===== src/rtl/lp_dsp_pkg.sv =====
// Shared types and width helpers for the low-pass DSP chain (FIR and decimator).
package lp_dsp_pkg;

    localparam int SAMPLE_W = 16;

    typedef logic signed [SAMPLE_W-1:0] sample_t;

    // Accumulator width that can hold the sum of decim full-scale samples.
    function automatic int acc_w(input int decim);
        return SAMPLE_W + $clog2(decim);
    endfunction

endpackage


===== src/rtl/lp_out_hold.sv =====
// Output holding register with valid/ready handshake and sticky overrun flag.
module lp_out_hold
    import lp_dsp_pkg::*;
#(
    parameter int W = SAMPLE_W
) (
    input  logic                clk,
    input  logic                rst,
    input  logic                load,
    input  logic signed [W-1:0] data,
    output logic signed [W-1:0] out,
    output logic                out_valid,
    input  logic                out_ready,
    output logic                overrun,
    input  logic                clr_overrun
);

    // A new result always wins; overrun is flagged when it replaces data the consumer never took.
    always_ff @(posedge clk) begin
        if (rst) begin
            out       <= '0;
            out_valid <= 1'b0;
            overrun   <= 1'b0;
        end else begin
            if (load) begin
                out       <= data;
                out_valid <= 1'b1;
            end else if (out_valid && out_ready) begin
                out_valid <= 1'b0;
            end

            if (load && out_valid && !out_ready) begin
                overrun <= 1'b1;
            end else if (clr_overrun) begin
                overrun <= 1'b0;
            end
        end
    end

endmodule


===== src/rtl/lp_decimator.sv =====
// Boxcar-averaging decimator: sums DECIM samples and emits their mean through lp_out_hold.
// Define LP_DECIM_ROUND_EN to round half toward +inf instead of truncating.
module lp_decimator
    import lp_dsp_pkg::*;
#(
    parameter int W     = SAMPLE_W,
    parameter int DECIM = 4
) (
    input  logic                clk,
    input  logic                rst,
    input  logic signed [W-1:0] in,
    input  logic                in_valid,
    output logic signed [W-1:0] out,
    output logic                out_valid,
    input  logic                out_ready,
    output logic                overrun,
    input  logic                clr_overrun
);

    localparam int K     = $clog2(DECIM);
    localparam int ACC_W = acc_w(DECIM) + W - SAMPLE_W;

    logic signed [ACC_W-1:0] acc;
    logic signed [ACC_W-1:0] sum;
    logic        [K-1:0]     cnt;
    logic                    last;
    logic signed [W-1:0]     result;

    assign last = in_valid && (cnt == K'(DECIM - 1));
    assign sum  = acc + ACC_W'(in);

`ifdef LP_DECIM_ROUND_EN
    logic signed [ACC_W:0] rsum;
    // One extra bit keeps the half-LSB bias from wrapping at positive full scale.
    assign rsum   = (ACC_W+1)'(sum) + (ACC_W+1)'(1 << (K - 1));
    assign result = W'(rsum >>> K);
`else
    assign result = W'(sum >>> K);
`endif

    always_ff @(posedge clk) begin
        if (rst) begin
            acc <= '0;
            cnt <= '0;
        end else if (last) begin
            acc <= '0;
            cnt <= '0;
        end else if (in_valid) begin
            acc <= sum;
            cnt <= cnt + K'(1);
        end
    end

    lp_out_hold #(
        .W(W)
    ) u_out_hold (
        .clk        (clk),
        .rst        (rst),
        .load       (last),
        .data       (result),
        .out        (out),
        .out_valid  (out_valid),
        .out_ready  (out_ready),
        .overrun    (overrun),
        .clr_overrun(clr_overrun)
    );

endmodule


===== config.mk =====
export PLATFORM = sky130hd
export DESIGN_NAME = lp_decimator
export DESIGN_NICKNAME = d
export VERILOG_FILES = /design/src/rtl/lp_dsp_pkg.sv /design/src/rtl/lp_out_hold.sv /design/src/rtl/lp_decimator.sv
export SDC_FILE = /design/constraint.sdc
export NUM_CORES = 1
export LEC_CHECK = 0
export ABC_CLOCK_PERIOD_IN_PS = 2800
export BUFFER_PORTS_ARGS = -buffer_cell sky130_fd_sc_hd__buf_2
export CORE_MARGIN = 10
export CORE_UTILIZATION = 45
export DETAILED_ROUTE_END_ITERATION = 6
export HOLD_SLACK_MARGIN = 0.03
export PLACE_DENSITY_LB_ADDON = 0.08
export SLEW_MARGIN = 5
export SYNTH_ARGS = -nofsm -noshare
export SYNTH_HDL_FRONTEND = slang
export SYNTH_HIERARCHICAL = 1
export SYNTH_SLANG_ARGS = --single-unit
export TNS_END_PERCENT = 30

===== constraint.sdc =====
create_clock -name clk -period 2.8 [get_ports clk]
set_input_delay 0.28 -clock clk [delete_from_list [all_inputs] [get_ports clk]]
set_output_delay 0.28 -clock clk [all_outputs]
set_load 0.05 [all_outputs]

==> impl_metrics.py, run 1 <==
metrics = {
    "placed_design": {
        "dpl_cell_area_sq_um": 2556,
        "hpwlAfterDp_mm": 4.177,
        "place_congestion": 0.8606,
        "io_buffer_count": 38,
        "place_ws_ps": 429.2,
    },
    "floorplanning": {
        "dieWidth_microns": 92.63,
        "start_util_pct": 46.47,
        "core_area_sq_um": 5107,
        "die_h_microns": 92.63,
        "num_rows": 26,
        "ios": 39,
        "die_area_sq_um": 8579,
    },
    "synthesis": {
        "synth.net_count": 307,
        "yosysTopAreaCellShare_pct": 32.05,
        "synth_cells": 267,
        "yosys.area.top_type": "dfxtp_1",
        "synth_common_cells": "38 x dfxtp_1, 33 x nor2_1, 24 x mux2i_1",
        "synth_edf_count": 0,
        "synth_cell_type_count": 56,
        "ys_top_cells_by_area": "dfxtp_1 32%, mux2i_1 10%, ha_1 9.5%",
        "async_flop_share_pct": 0,
        "yosysWarnings": 6,
        "synth_seq_cells": 38,
        "yosysSeqAreaShare_pct": 32.05,
        "synth_ff_type": "dfxtp_1",
        "yosysMostFrequentCell": "dfxtp_1",
        "syn_area_sq_um": 2374,
        "avgSynthCellArea_sq_um": 8.890,
    },
    "global_route": {
        "grt_overflow": 0,
        "grt_antenna_before_repair": 0,
        "grt_max_degree": 24,
        "grt_pass1_vias": 1910,
        "grt_use_total_pct": 12.93,
        "grt_pass1_wl_mm": 9.066,
    },
    "setup_path": {
        "endpoint_kind": "flop",
        "r2r-end": "acc[8]",
        "ff2ff_path_depth": 10,
        "start_kind": "flop",
        "criticalPathCategory": "reg -> reg",
        "r2r_slack_ps": 470,
        "r2r-start": "acc[0]",
        "startpoint": "acc[0]",
        "worst-path-max-fanout": 4,
        "crit_required_ps": 3020,
        "arrival_ps": 2550,
    },
    "drt": {
        "wl_per_cell_microns": 14.86,
        "drtAntennaViolNets": 0,
        "wl_met1_mm": 2.495,
        "top_layer": "met4",
        "via_count": 1973,
        "wl_met3_microns": 281,
        "drc": 0,
        "dr.pass1.iters": 4,
        "drt-total-wl_mm": 5.485,
        "dr.first_iter.drc_count": 122,
        "wl_met2_mm": 2.601,
        "via_per_inst": 5.347,
    },
    "timing": {
        "fin_skew_ps": 9.900,
        "slew_headroom_pct": 60.92,
        "tightestPinTransition_ps": 584.0,
        "fin_tns_setup_ps": 0,
        "max_freq_mhz": 428.8,
        "min_period_ps": 2332,
        "fin_ws_ps": 467.7,
        "hold_slack_ps": 246.7,
        "hold_violations": 0,
        "rsz0062_at_grt": "false",
        "period_share_pct": 83.30,
        "setup_viol": 0,
        "slew_violations": 0,
    },
    "pwr": {
        "net-switching-power_mw": 0.5517,
        "switching_share_pct": 31.67,
        "powerDensity_nw_per_um2": 645.5,
        "power_mw": 1.742,
        "seqPwrFrac_pct": 35.3,
        "clock_power_share_pct": 33.8,
        "p_int_mw": 1.191,
        "p_leak_nw": 1.210,
        "comb_power_share_pct": 30.9,
        "vdd_drop_max_uv": 308.8,
    },
    "clocking": {
        "clk_pin_slew_ps": 80,
        "cts_setup_buffers": 0,
        "cts.sinks": 38,
        "cts_max_path_buffers": 2,
        "clock_latency_ps": 300,
        "cts_buffers": 5,
        "cts_root_buffer": "clkbuf_8",
        "ctsResizeCount": 0,
        "ctsHoldBuffers": 0,
        "tritoncts": "yes",
        "h-tree-depth": 2,
    },
    "min_path": {
        "holdPathEnd": "u_out_hold/overrun",
        "hold_class": "in -> reg",
        "whs_path_depth": 3,
        "hp-start": "clr_overrun",
    },
    "finish": {
        "antenna_cells": 0,
        "stdcell_area_sq_um": 2699,
        "fin_nets": 338,
        "drive_gt1_share_pct": 18.73,
        "area_growth_pct": 13.71,
    },
    "job": {
        "max_cap_viol_count": 0,
    },
    "run_status": {
        "status": "completed",
    },
}
-- kinds of logic (layout without fill, tap and decap cells) --
family,after synthesis,count (layout),share of synthesized area [%]
adders and majority gates,19,19,10.33
buffers and inverters,24,56,5.903
and+or+nand+nor,82,82,17.13
muxes,24,24,10.12
AOI/OAI and AO/OA,65,65,18.93
xor gates and xnor gates,15,15,5.535
DFF,38,38,32.05
-- cells in the final DEF, fill, tap and decap left out, types with 5 or more instances in the layout --
cell type	Yosys	layout
inv_1	7	7
nand4_1	7	7
dfxtp_1	38	38
a21oi_1	19	19
xor2_1	5	5
mux2i_1	24	24
buf_2	7	38
nand2_1	13	13
ha_1	18	18
nor2_1	33	33
xnor2_1	10	10
clkbuf_8	0	6
a21o_1	5	5
-- metal layers --
layer | vias to the layer above | GRT usage (%)
met1 | 903 | 14.96
li1 | 1027 | -
met3 | 10 | 3.955
met5 | - | 0
met2 | 33 | 21.76
met4 | 0 | 5.141
-- power by group through the flow --
stage	Sequential (mW)	Combinational [mW]	Clock [mW]
6_report	0.615	0.538	0.589
5_1_grt	0.621	0.597	0.625
4_1_cts	0.615	0.542	0.601
3_5_place_dp	0.628	0.540	0
3_3_place_gp	0.626	0.538	0
2_1_floorplan	0.633	0.418	0
-- registers in the layout, summed over array words and instances, names as in the netlist --
| signal | flops |
|---|---|
| acc | 18 |
| cnt | 2 |
| u_out_hold/out_valid | 1 |
| u_out_hold/out | 16 |
| u_out_hold/overrun | 1 |
-- critical path: stages, from the launching register on --
cell,delay [ps]
dfxtp_1,340
ha_1,160
inv_1,50
fa_1,380
and2b_1,240
nor3_2,50
o21ai_2,220
a21o_1,150
a21oi_1,90
or4_1,480
o211ai_1,90
-- per-stage QoR --
| step | instances | util, % |
|---|---|---|
| floorplan | 267 | - |
| global placement | 361 | 50.05 |
| detailed placement | 361 | 50.05 |
| CTS | 369 | 52.84 |
| global route | 369 | 52.84 |
| finish | 369 | 52.84 |
-- how the worst max path moves through the flow --
stage / to / slack [ps] / depth (start not counted)
2_1_floorplan: acc[8] / 610 / 10
3_3_place_gp: acc[8] / 470 / 11
3_5_place_dp: acc[8] / 430 / 11
4_1_cts: acc[8] / 450 / 10
5_1_grt: acc[8] / 310 / 10
6_report: acc[8] / 470 / 10
-- area by class of cell --
| class | instances | area (sq um) |
|---|---|---|
| tap | 70 | 87.58 |
| inverter | 8 | 30.03 |
| clock inverter | 2 | 60.06 |
| sequential | 38 | 760.7 |
| multi-input combinational | 205 | 1473 |
| fill | 510 | 2409 |
| clock buffer | 6 | 82.58 |
| timing repair buffer | 40 | 205.2 |
Power figures use the tool's default switching activity.
==> inputs of run 2 (changes only) <==
Settings changed: ABC_CLOCK_PERIOD_IN_PS 2800 to 2060.
Clock period 2.8 ns to 2.06 ns, I/O delays scaled along.
==> run 2 against run 1 <==
  * The run now ends with negative setup slack left
  * Final cell count is 12% higher
  * Die area unchanged
  * Sequential share of layout area decreased by 5.0 points
  * Register-to-register slack worse by 550 ps
  * Combinational power rose by 99%
  * Utilization grew 12 points
  * Non-clock buffer count rose by 45
  * Clock-buffer cell count is the same
  * Flip-flop and latch count unchanged
  * Largest cell class unchanged
  * Highest routed layer unchanged
==> impl_metrics.py, run 2 (synthesized netlist as in run 1, its figures left out) <==
metrics = {
    "run_status": {
        "status": "finished with violations",
        "violations": "negative setup slack",
    },
    "global_route": {
        "grt_pass1_vias": 2277,
        "grt_use_total_pct": 15.01,
        "grt_max_degree": 23,
        "grt_antenna_before_repair": 0,
        "grt_pass1_wl_mm": 10.67,
        "grt_overflow": 0,
    },
    "finish": {
        "layout_commonest_cell": "buf_4",
        "fin_nets": 383,
        "final_cell_mix": "47 x buf_4, 38 x buf_2, 36 x dfxtp_1, 32 x nor2_1, 24 x mux2i_1",
        "stdcell_area_sq_um": 3287,
        "drive_gt1_share_pct": 39.53,
        "top_register": "acc",
        "antenna_cells": 0,
        "largest_reg_flops": 18,
        "regArea_sq_um": 763.2,
        "multiInputGateArea_sq_um": 1720,
        "area_growth_pct": 38.48,
        "final_cells": 414,
        "fillers": 457,
        "top_regs": "acc (18), u_out_hold/out (16), cnt (2)",
    },
    "clocking": {
        "tritoncts": "yes",
        "cts_max_path_buffers": 2,
        "clock_latency_ps": 290,
        "clk_pin_slew_ps": 80,
        "cts.sinks": 38,
        "h-tree-depth": 2,
        "cts_root_buffer": "clkbuf_8",
        "cts_buffers": 5,
    },
    "timing": {
        "slew_violations": 0,
        "hold_violations": 0,
        "rsz0062_at_grt": "true",
        "fin_ws_ps": -83.84,
        "min_period_ps": 2144,
        "max_freq_mhz": 466.5,
        "fin_tns_setup_ps": -229.6,
        "period_share_pct": 104.1,
        "slew_headroom_pct": 76.33,
        "setup_viol": 6,
        "fin_skew_ps": 7.656,
        "tightestPinTransition_ps": 346.2,
    },
    "setup_path": {
        "slowest_stage": "or4_1",
        "worst-path-max-fanout": 3,
        "arrival_ps": 2360,
        "endpoint_kind": "flop",
        "ff2ff_path_depth": 10,
        "r2r_slack_ps": -80,
        "criticalPathCategory": "reg -> reg",
        "r2r-start": "acc[0]",
        "crit_chain": "ha_4, inv_2, fa_2, and2b_1, nor3_2, o21ai_2, a21o_1, a21oi_2, or4_1, o211ai_1",
        "crit_required_ps": 2270,
        "cpPeakStageDelay_ps": 510,
        "r2r-end": "acc[8]",
        "start_kind": "flop",
    },
    "pwr": {
        "net-switching-power_mw": 0.8539,
        "power_mw": 2.701,
        "vdd_drop_max_uv": 520.8,
        "p_int_mw": 1.847,
        "switching_share_pct": 31.62,
        "powerDensity_nw_per_um2": 821.6,
        "comb_power_share_pct": 39.5,
        "p_leak_nw": 1.460,
        "seqPwrFrac_pct": 31.3,
        "clock_power_share_pct": 29.2,
    },
    "min_path": {
        "whs_path_depth": 3,
        "holdPathEnd": "u_out_hold/overrun",
        "hp-start": "clr_overrun",
        "hold_class": "in -> reg",
    },
    "placed_design": {
        "io_buffer_count": 38,
        "hpwlAfterDp_mm": 4.652,
        "placed_cells": 399,
        "place_congestion": 0.8536,
        "dpl_cell_area_sq_um": 2861,
    },
    "floorplanning": {
        "num_rows": 26,
        "ios": 39,
        "start_util_pct": 46.47,
        "die_area_sq_um": 8579,
        "die_h_microns": 92.63,
        "dieWidth_microns": 92.63,
        "core_area_sq_um": 5107,
    },
    "drt": {
        "drtAntennaViolNets": 0,
        "dr.first_iter.drc_count": 96,
        "drt-total-wl_mm": 6.240,
        "dr.pass1.iters": 4,
        "via_per_inst": 5.258,
        "drc": 0,
        "wl_per_cell_microns": 15.07,
        "via_count": 2177,
    },
    "job": {
        "max_cap_viol_count": 0,
    },
}
[run 2: changes by cell type in the layout (fill, tap and decap cells not counted), sizes merged]
cell	before	now
buf	40	85
[run 2: worst max-delay path by stage]
stage / slack [ps] / to / startpoint
final: -80 / acc[8] / acc[0]
after global routing: -190 / acc[7] / acc[1]
after CTS: -80 / acc[8] / acc[0]
after detailed placement: -90 / u_out_hold/out[12] / acc[0]
after global placement: -70 / acc[14] / acc[0]
after floorplan: -30 / acc[8] / acc[0]
[run 2: area by class of cell]
| class | count | share of cell area, % |
|---|---|---|
| multi-input cells | 205 | 52.34 |
| clock buffers | 6 | 2.512 |
| well taps | 70 | 2.665 |
| repair buffers | 85 | 16.52 |
| inverters | 8 | 0.9136 |
| flip-flops and latches | 38 | 23.22 |
| clock inverters | 2 | 1.827 |
[run 2: power groups by stage]
stage / Clock, mW / Combinational, mW / Sequential [mW]
2_1_floorplan: 0 / 0.572 / 0.862
3_3_place_gp: 0 / 0.892 / 0.853
3_5_place_dp: 0 / 0.895 / 0.855
4_1_cts: 0.812 / 0.937 / 0.838
5_1_grt: 0.836 / 1.19 / 0.853
6_report: 0.789 / 1.07 / 0.844
[run 2: what timing repair did]
action | 4_1_cts | 5_1_grt
hold buffers | 0 | 0
resized for setup | 5 | 32
pin swaps | 16 | 13
setup endpoints to repair | 11 | 24
setup buffers | 3 | 6
hold endpoints to repair | 0 | 0
[run 2: critical path, delay by kind of cell (launching register included)]
family	cells	cell delay, ps
AND/OR/NAND/NOR	3	790
flip-flops	1	350
AO/OA/AOI/OAI	4	450
buffers and inverters	1	30
adder cells (fa/ha/maj)	2	450
[run 2: per-stage QoR]
stage          hold WS, ps  util (%)  worst slack [ps]
3_5_place_dp         467.1     56.03            -90.63
4_1_cts              184.5     60.00            -84.01
3_3_place_gp         455.1     56.03            -68.95
6_report             186.0     64.36            -83.84
5_1_grt              211.0     64.36            -191.0
2_1_floorplan        386.7         -            -29.32
[run 2: metal layers]
layer	vias up	wire, microns	global-route usage (%)
met2	35	3105	25.59
met5	-	0	0
met4	0	95	4.884
met3	9	252	3.793
li1	1114	-	-
met1	1019	2785	17.97
